### config.mk
export PLATFORM = sky130hd
export DESIGN_NAME = serial_deser
export DESIGN_NICKNAME = d
export VERILOG_FILES = /design/src/rtl/serial_deser.sv
export SDC_FILE = /design/constraint.sdc
export NUM_CORES = 1
export LEC_CHECK = 0
export ABC_AREA = 1
export CELL_PAD_IN_SITES_DETAIL_PLACEMENT = 0
export CELL_PAD_IN_SITES_GLOBAL_PLACEMENT = 2
export CORE_ASPECT_RATIO = 1.5
export CORE_UTILIZATION = 23
export CTS_CLUSTER_DIAMETER = 40
export DETAILED_ROUTE_END_ITERATION = 16
export PLACE_DENSITY_LB_ADDON = 0.1
export SLEW_MARGIN = 25
export SYNTH_ARGS = -nofsm -noshare
export SYNTH_HDL_FRONTEND = slang
export SYNTH_SLANG_ARGS = --single-unit
### constraint.sdc
create_clock -name clk_50 -period 2.15 [get_ports clk_50]
set_clock_uncertainty 0.2 [all_clocks]
set_input_delay 0.43 -clock clk_50 [delete_from_list [all_inputs] [get_ports clk_50]]
set_output_delay 0.43 -clock clk_50 [all_outputs]
set_load 0.01 [all_outputs]
### src/rtl/serial_deser.sv
// Serial-to-parallel deserialiser: frames WIDTH-bit words from a gated bit stream and
// presents each completed word through a valid/ready holding register with overrun flag.
module serial_deser #(
   parameter int WIDTH     = 8,
   parameter bit LSB_FIRST = 1'b1
) (
   input  logic                     clk_50,
   input  logic                     reset,
   input  logic                     serial_data,
   input  logic                     data_ena,
   input  logic                     clear,
   input  logic                     word_ready,
   output logic [WIDTH-1:0]         word_out,
   output logic                     word_valid,
   output logic [$clog2(WIDTH)-1:0] bit_count,
   output logic                     overrun
);

   localparam int CW = $clog2(WIDTH);

   // Handshake: a word transfers on every clk_50 edge where word_valid and word_ready are
   // both high; word_out/word_valid hold steady while word_valid=1 and word_ready=0.

   logic [WIDTH-1:0] r_sh;
   logic [CW-1:0]    r_bit_count;
   logic [WIDTH-1:0] r_word_out;
   logic             r_word_valid;
   logic             r_overrun;

   logic [WIDTH-1:0] w_shifted;
   logic             w_last;
   logic             w_complete;
   logic             w_accept;
   logic             w_slot_free;

   always_comb begin
      w_shifted = r_sh;
      if (LSB_FIRST) w_shifted = {serial_data, r_sh[WIDTH-1:1]};
      else           w_shifted = {r_sh[WIDTH-2:0], serial_data};
   end

   assign w_last      = (r_bit_count == CW'(WIDTH-1));
   // clear discards the bit on the wire, so it also suppresses completion
   assign w_complete  = data_ena & ~clear & w_last;
   assign w_accept    = r_word_valid & word_ready;
   assign w_slot_free = ~r_word_valid | word_ready;

   always_ff @(posedge clk_50) begin
      if (reset) begin
         r_sh         <= '0;
         r_bit_count  <= '0;
         r_word_out   <= '0;
         r_word_valid <= 1'b0;
         r_overrun    <= 1'b0;
      end else begin
         if (clear) begin
            r_sh        <= '0;
            r_bit_count <= '0;
            r_overrun   <= 1'b0;
         end else if (data_ena) begin
            r_sh        <= w_shifted;
            r_bit_count <= w_last ? '0 : r_bit_count + CW'(1);
         end

         // A completion into a freed slot keeps word_valid high: back-to-back, no bubble
         if (w_complete && w_slot_free) begin
            r_word_out   <= w_shifted;
            r_word_valid <= 1'b1;
         end else if (w_complete) begin
            r_overrun    <= 1'b1;
         end else if (w_accept) begin
            r_word_valid <= 1'b0;
         end
      end
   end

   assign word_out   = r_word_out;
   assign word_valid = r_word_valid;
   assign bit_count  = r_bit_count;
   assign overrun    = r_overrun;

endmodule

== Yosys cells after proc, flatten, opt, wreduce, memory -nomap -nowiden ==
Cells that the tools add are included.
Storage, ports and cells
  flip-flop bits (word level): 21
  input port bits: 6
  output and inout port bits: 13
  logic and storage cells: 25
Operators by class
  $add $sub $neg: 1
  eq/ne operators: 2
  muxes and demuxes: 7
  bitwise logic cells: 6
  reductions and logical operators: 4
Operator list (number)
  $mux W1: 6
  $add A3 B1 Y3 const B: 1
  $and A1 B1 Y1: 3
  $eq A3 B3 Y1 const B: 1
  $mux W3: 1
  $ne A2 B1 Y1 const B: 1
  $not A1 Y1: 2
  $reduce_and A2 Y1: 1
  $reduce_bool A2 Y1: 1
  $reduce_or A2 Y1: 1
  $logic_and A1 B1 Y1: 1
  $or A1 B1 Y1: 1

== Depth between registers and ports, before layout ==
Gate-level depths: netlist of the first run.
  depth in word-level cells: 6
  mapped depth: 7
  depth with buffers taken out: 7

== Worst setup path after synthesis of the first run ==
OpenSTA, ideal clock, no wires.
  path type: register -> register
  start: register r_bit_count[0] (netlist: bit_count[0])
  end: register r_word_out[0] (netlist: word_out[0])
  setup time: 0.113 ns
  arrival: 1.170 ns
  data required time: 1.837 ns
  setup slack: 0.667 ns
  cell stages (with the launch flop): 8
  path buffers: 0
  clock period less this slack: 1.483 ns
  path through: dfxtp_1 ha_1 ha_1 nand2_2 nor2_4 nand3_1 nand2_1 nor2_1
On the way
  longest elaborated chain between the ends: 3
RTL lines
  start, declared: RTL line 25  | logic [CW-1:0] r_bit_count;
  start signal, assigned: RTL line 62  | r_bit_count <= w_last ? '0 : r_bit_count + CW'(1);
  $eq A3 B3 Y1: RTL line 42  | assign w_last = (r_bit_count == CW'(WIDTH-1));
  $and A1 B1 Y1: RTL line 44  | assign w_complete = data_ena & ~clear & w_last;
  $logic_and A1 B1 Y1: RTL line 66  | if (w_complete && w_slot_free) begin
  end signal, assigned: RTL line 67  | r_word_out <= w_shifted;
  end, declared: RTL line 26  | logic [WIDTH-1:0] r_word_out;
Every way passes these cells.
A chain may end at the register's enable or synchronous reset.

== Final worst setup path of the first run ==
  start: register r_bit_count[0] (netlist: bit_count[0])
  end: output port bit_count[0]
RTL lines
  end, declared: RTL line 15  | output logic [$clog2(WIDTH)-1:0] bit_count,
No word-level cell between the ends.

==> summary.md, run 1 <==
| Metric | Value |
|---|---|
| Maximum vdd ir drop | `0.257 mV` |
| Routed wire length | `1.72 mm` |
| Synth Area in Simple Gates | `29.4%` |
| Number of fill cells | `395` |
| Nets | `136` |
| Die Ht | `75.9 um` |
| # DRC | `0` |
| Sequential share of power | `53.1%` |
| Critical Path AT | `1190 ps` |
| Crit. End Element | `output port` |
| Drt first pass iters | `3` |
| CTS tree | `yes` |
| Cell Chain, Critical Path | `clkdlybuf4s50_1` |
| XOR/XNOR Fraction of Synth Area | `0%` |
| CP max-delay cell | `clkdlybuf4s50_1` |
| Skew-Pair Late Insertion Delay | `260 ps` |
| Netlist cell types | `15` |
| Static leakage | `0.000410 uW` |
| Share of cells above drive strength 1 | `10.2%` |
| Clock-pin slew on the worst setup and hold paths | `70 ps` |
| Width of the die | `51.3 um` |
| Antenna diodes | `0` |
| Largest fanout on the critical path | `4` |
| Startpoint Class | `register` |
| Final Core Density | `32.4%` |
| Final min period | `1820 ps` |
| Pin count of the biggest net entering global routing | `12` |
| CTS Buf Count | `3` |
| Max Clk Rate | `549 MHz` |
| Die ar. | `0.00390 mm^2` |
| Antenna violations before repair | `0` |
| Post_cts resized | `0` |
| Worst-margin pin slew | `318 ps` |
| Internal power | `559 uW` |
| GRT overflow | `0` |
| Worst path top cell family by delay | `buffers and inverters` |
| Sw frac | `21.7%` |
| Yosys warnings | `0` |
| CTS max path bufs | `2` |
| Critical setup path kind | `register to output port` |
| Root buf cell | `clkbuf_8` |
| Hold_buf cts | `0` |
| Synth Area in Compound Gates | `11.3%` |
| Initial Util | `24.3%` |
| Final worst path period share | `84.7%` |
| Slowest stage delay, CP | `560 ps` |
| Status | `complete, no violations` |
| Site Rows | `26` |
| Post-CTS setup buffer count | `0` |
| WL/cell | `10.1 um` |
| Final ANT Viol Nets | `0` |
| Vias/cell | `4.12` |
| Seq cells post-synth | `20` |
| Post-synthesis adder-cell area fraction | `2.99%` |
| Via count | `697` |
| H-tree Lvls | `1` |
| I/O pins | `19` |
| CP bufs+invs | `1` |
| Synthesized area | `838 um^2` |
| Comb power frac | `6.5%` |
| Power share of the clock group | `40.3%` |
| Final setup violation count | `0` |
| Final RePlAce weighted congestion | `0.664` |
| First-pass GRT wire length | `3.22 mm` |
| Rel. slew slack | `78.7%` |
| Synth Instances | `106` |
| Min-Delay Path Class | `register to register` |
| Pwr/cell area | `638 mW/mm^2` |
| Max-Cap Viols | `0` |
| Mean Syn Cell Area | `7.91 um^2` |
| Total GRT Usage | `10.9%` |
| TritonCTS Sinks | `20` |
| Max Slew Vio Count | `0` |
| Area grow syn2layout | `33.4%` |
| Final hold violation count | `0` |
| Seq/Total Area, Yosys | `47.8%` |
| Initial DRC Count | `12` |
| RSZ-0062 raised after global routing | `no` |
| Largest family of logic cells by synthesized area | `simple AND/OR/NAND/NOR gates` |
| Vias in the first global route | `715` |
| Synthesized Nets | `114` |
| Core area | `0.00345 mm^2` |
| Post-DP HPWL | `1.38 mm` |
| Psw | `155 uW` |
| Setup_tns | `0 ps` |
| Port-buffer cells | `18` |
| Mux cell area share after synthesis | `0%` |
| Data required, critical path | `1520 ps` |
## metal layers
layer  wire length, um  share of wire, %  GRT usage, %
met4                31               1.8          6.49
met3                62               3.6          2.01
met1               746                43          12.4
met2               874                51          18.2
met5                 0                 0             0
## Yosys cell counts
cell type | instances | share of area [%]
buf_4 | 2 | 1.8
o21ai_0 | 6 | 3.6
nor2_8 | 1 | 2.4
a21oi_1 | 10 | 6.0
nor2_1 | 17 | 7.6
dfxtp_1 | 20 | 48
nand3_1 | 9 | 5.4
ha_1 | 2 | 3.0
inv_1 | 13 | 5.8
nand2_1 | 16 | 7.2
nor2_4 | 3 | 4.0
inv_2 | 2 | 0.90
nand3_4 | 1 | 2.1
nand2_2 | 1 | 0.75
o21ai_1 | 3 | 1.8
## state kept, by name, summed over array words and instances (netlist names)
| signal | cells |
|---|---|
| word_out | 8 |
| r_sh | 7 |
| bit_count | 3 |
| overrun | 1 |
| word_valid | 1 |
## final timing paths
kind / slack (ps) / cells past startpoint / to / startpoint
worst max-delay path: 330 / 1 / bit_count[0] / bit_count[0]
worst min-delay path: 270 / 2 / overrun / overrun
worst max register to register: 590 / 7 / word_out[4] / bit_count[0]
worst min register to register: 270 / 2 / overrun / overrun
## cells by family after synthesis
kind of cell / Yosys count
compound gates: 19
fa+ha+maj: 2
buf+inv: 17
flops: 20
simple gates: 48
## layout make-up
cell class | count | area (um^2) | area share (%)
inverter | 15 | 56.3 | 5.03
multi-input combinational | 69 | 367 | 32.8
clock buffer | 4 | 55.1 | 4.92
sequential | 20 | 400 | 35.8
tap | 42 | 52.6 | 4.70
timing repair buffer | 19 | 188 | 16.8
## worst register-to-register path, stage by stage, from the launching register on
cell,delay [ps]
dfxtp_1,380
ha_1,160
ha_1,240
nand2_2,90
nor2_4,180
nand3_1,100
nand2_1,70
nor2_1,40
## per-stage QoR
step	area, um^2	power [uW]	hold slack, ps	setup slack, ps	cells
finish	1120	714	271	328	169
global route	1120	748	284	265	169
CTS	1120	730	267	309	169
detailed placement	1060	436	256	237	165
global placement	1060	436	248	242	165
floorplan	838	415	245	667	106
## layout by cell type (no fill, tap or decap), drive strengths merged
master | synthesis | final
o21ai | 9 | 9
a21oi | 10 | 10
nand2 | 17 | 17
buf | 2 | 1
nor2 | 21 | 21
clkdlybuf4s50 | 0 | 18
ha | 2 | 2
clkbuf | 0 | 4
nand3 | 10 | 10
inv | 15 | 15
dfxtp | 20 | 20
## power groups by stage
stage               combinational (uW)  sequential, uW  clock (uW)
finish                            46.4             379         288
global route                      54.2             380         314
detailed placement                47.7             388           0
global placement                  47.7             388           0
CTS                               47.9             379         303
floorplan                         26.8             388           0
Power figures use the tool's default switching activity.
==> run 2, diff against run 1 <==
clock period = 1.5 ns   (was 2.15 ns; I/O delays follow)
==> summary.md, run 2 (synthesis results as in run 1) <==
| Metric | Value |
|---|---|
| Startpoint Class | `register` |
| Static leakage | `0.000525 uW` |
| WL/cell | `9.99 um` |
| CTS tree | `yes` |
| Hold_buf cts | `0` |
| Skew-Pair Late Insertion Delay | `250 ps` |
| GRT overflow | `0` |
| RSZ-0062 raised after global routing | `yes` |
| Max-Cap Viols | `0` |
| Routed wire length | `1.78 mm` |
| Initial DRC Count | `3` |
| I/O pins | `19` |
| Final ANT Viol Nets | `0` |
| Antenna violations before repair | `0` |
| Port-buffer cells | `18` |
| Placed insts | `172` |
| Largest fanout on the critical path | `3` |
| H-tree Lvls | `1` |
| CTS max path bufs | `2` |
| Crit. End Element | `output port` |
| Post-route cell area | `0.00123 mm^2` |
| Clock-pin slew on the worst setup and hold paths | `70 ps` |
| Worst-margin pin slew | `358 ps` |
| Number of fill cells | `418` |
| Share of cells above drive strength 1 | `25.7%` |
| Final setup violation count | `0` |
| Antenna diodes | `0` |
| Site Rows | `26` |
| CP bufs+invs | `1` |
| Pin count of the biggest net entering global routing | `12` |
| Most frequent cells in the layout | `dfxtp_1 (18), nor2_1 (17), inv_1 (13), nand2_1 (13), dlygate4sd2_1 (11)` |
| Number of flip-flops under the largest register name | `8` |
| Vias/cell | `4.16` |
| Critical setup path kind | `register to output port` |
| Worst path top cell family by delay | `flip-flops` |
| First-pass GRT wire length | `3.41 mm` |
| Width of the die | `51.3 um` |
| TritonCTS Sinks | `20` |
| Area grow syn2layout | `47.3%` |
| Initial Util | `24.3%` |
| Nets | `145` |
| Final RePlAce weighted congestion | `0.721` |
| Slowest stage delay, CP | `410 ps` |
| # DRC | `0` |
| Rel. slew slack | `76.0%` |
| Max Clk Rate | `684 MHz` |
| Maximum vdd ir drop | `0.396 mV` |
| Cell Chain, Critical Path | `dlygate4sd2_1` |
| Pwr/cell area | `837 mW/mm^2` |
| Die ar. | `0.00390 mm^2` |
| Commonest non-fill, non-tap cell in the layout | `dfxtp_1` |
| Setup_tns | `0 ps` |
| Core area | `0.00345 mm^2` |
| Worst hold margin | `265 ps` |
| Total GRT Usage | `11.6%` |
| Vias in the first global route | `781` |
| Status | `complete, no violations` |
| Final min period | `1460 ps` |
| Max Slew Vio Count | `0` |
| Via count | `741` |
| Root buf cell | `clkbuf_8` |
| Final worst path period share | `97.4%` |
| Post-DP HPWL | `1.42 mm` |
| Critical Path AT | `960 ps` |
| CP max-delay cell | `dfxtp_1` |
| Cell Area, Placed | `0.00112 mm^2` |
| Data required, critical path | `1000 ps` |
| Drt first pass iters | `2` |
| CTS Buf Count | `3` |
| Post-route insts no fill | `178` |
| Die Ht | `75.9 um` |
| Final hold violation count | `0` |
| Min-Delay Path Class | `register to register` |
run 2: stage by stage:
step | total power [uW] | setup WS [ps] | util [%]
finish | 1030 | 39.0 | 35.8
global route | 1090 | -53.6 | 35.8
CTS | 1050 | 7.84 | 33.9
detailed placement | 635 | -226 | 32.4
global placement | 634 | -208 | 32.4
floorplan | 594 | 16.8 | -
run 2: cell type report:
cell class | count | area [um^2] | share of cell area [%]
sequential | 20 | 403 | 32.6
inverter | 15 | 56.3 | 4.56
timing repair buffer | 28 | 239 | 19.4
multi-input combinational | 69 | 429 | 34.8
clock buffer | 4 | 55.1 | 4.46
tap | 42 | 52.6 | 4.26
run 2: final timing paths:
path,depth (start not counted),slack [ps],end,from
hold / removal,2,270,overrun,overrun
setup reg to reg,7,60,word_out[7],bit_count[1]
hold reg to reg,2,270,overrun,overrun
setup / recovery,1,40,bit_count[2],bit_count[2]
run 2: where the power goes:
part | switching (uW) | total, uW | internal [uW] | leakage, uW
registers | 4.59 | 544 | 539 | 0.000163
logic | 43.7 | 81.4 | 37.6 | 0.000333
clock network | 175 | 408 | 233 | 0.0000288
run 2: timing repair:
action                     4_1_cts  5_1_grt
resized for setup               16       16
setup endpoints to repair       21       11
pin swaps                        2        5
gates cloned                     0        0
buffers inserted                 1        1
run 2: metal layers:
metal | global-route usage, % | part of all wire (%) | wire length, um | up-vias
li1 | - | - | - | 393
met1 | 12.3 | 42 | 751 | 331
met2 | 20.3 | 52 | 931 | 13
met3 | 1.81 | 3.1 | 55 | 4
met4 | 7.30 | 2.2 | 40 | 0
met5 | 0 | 0 | 0 | -
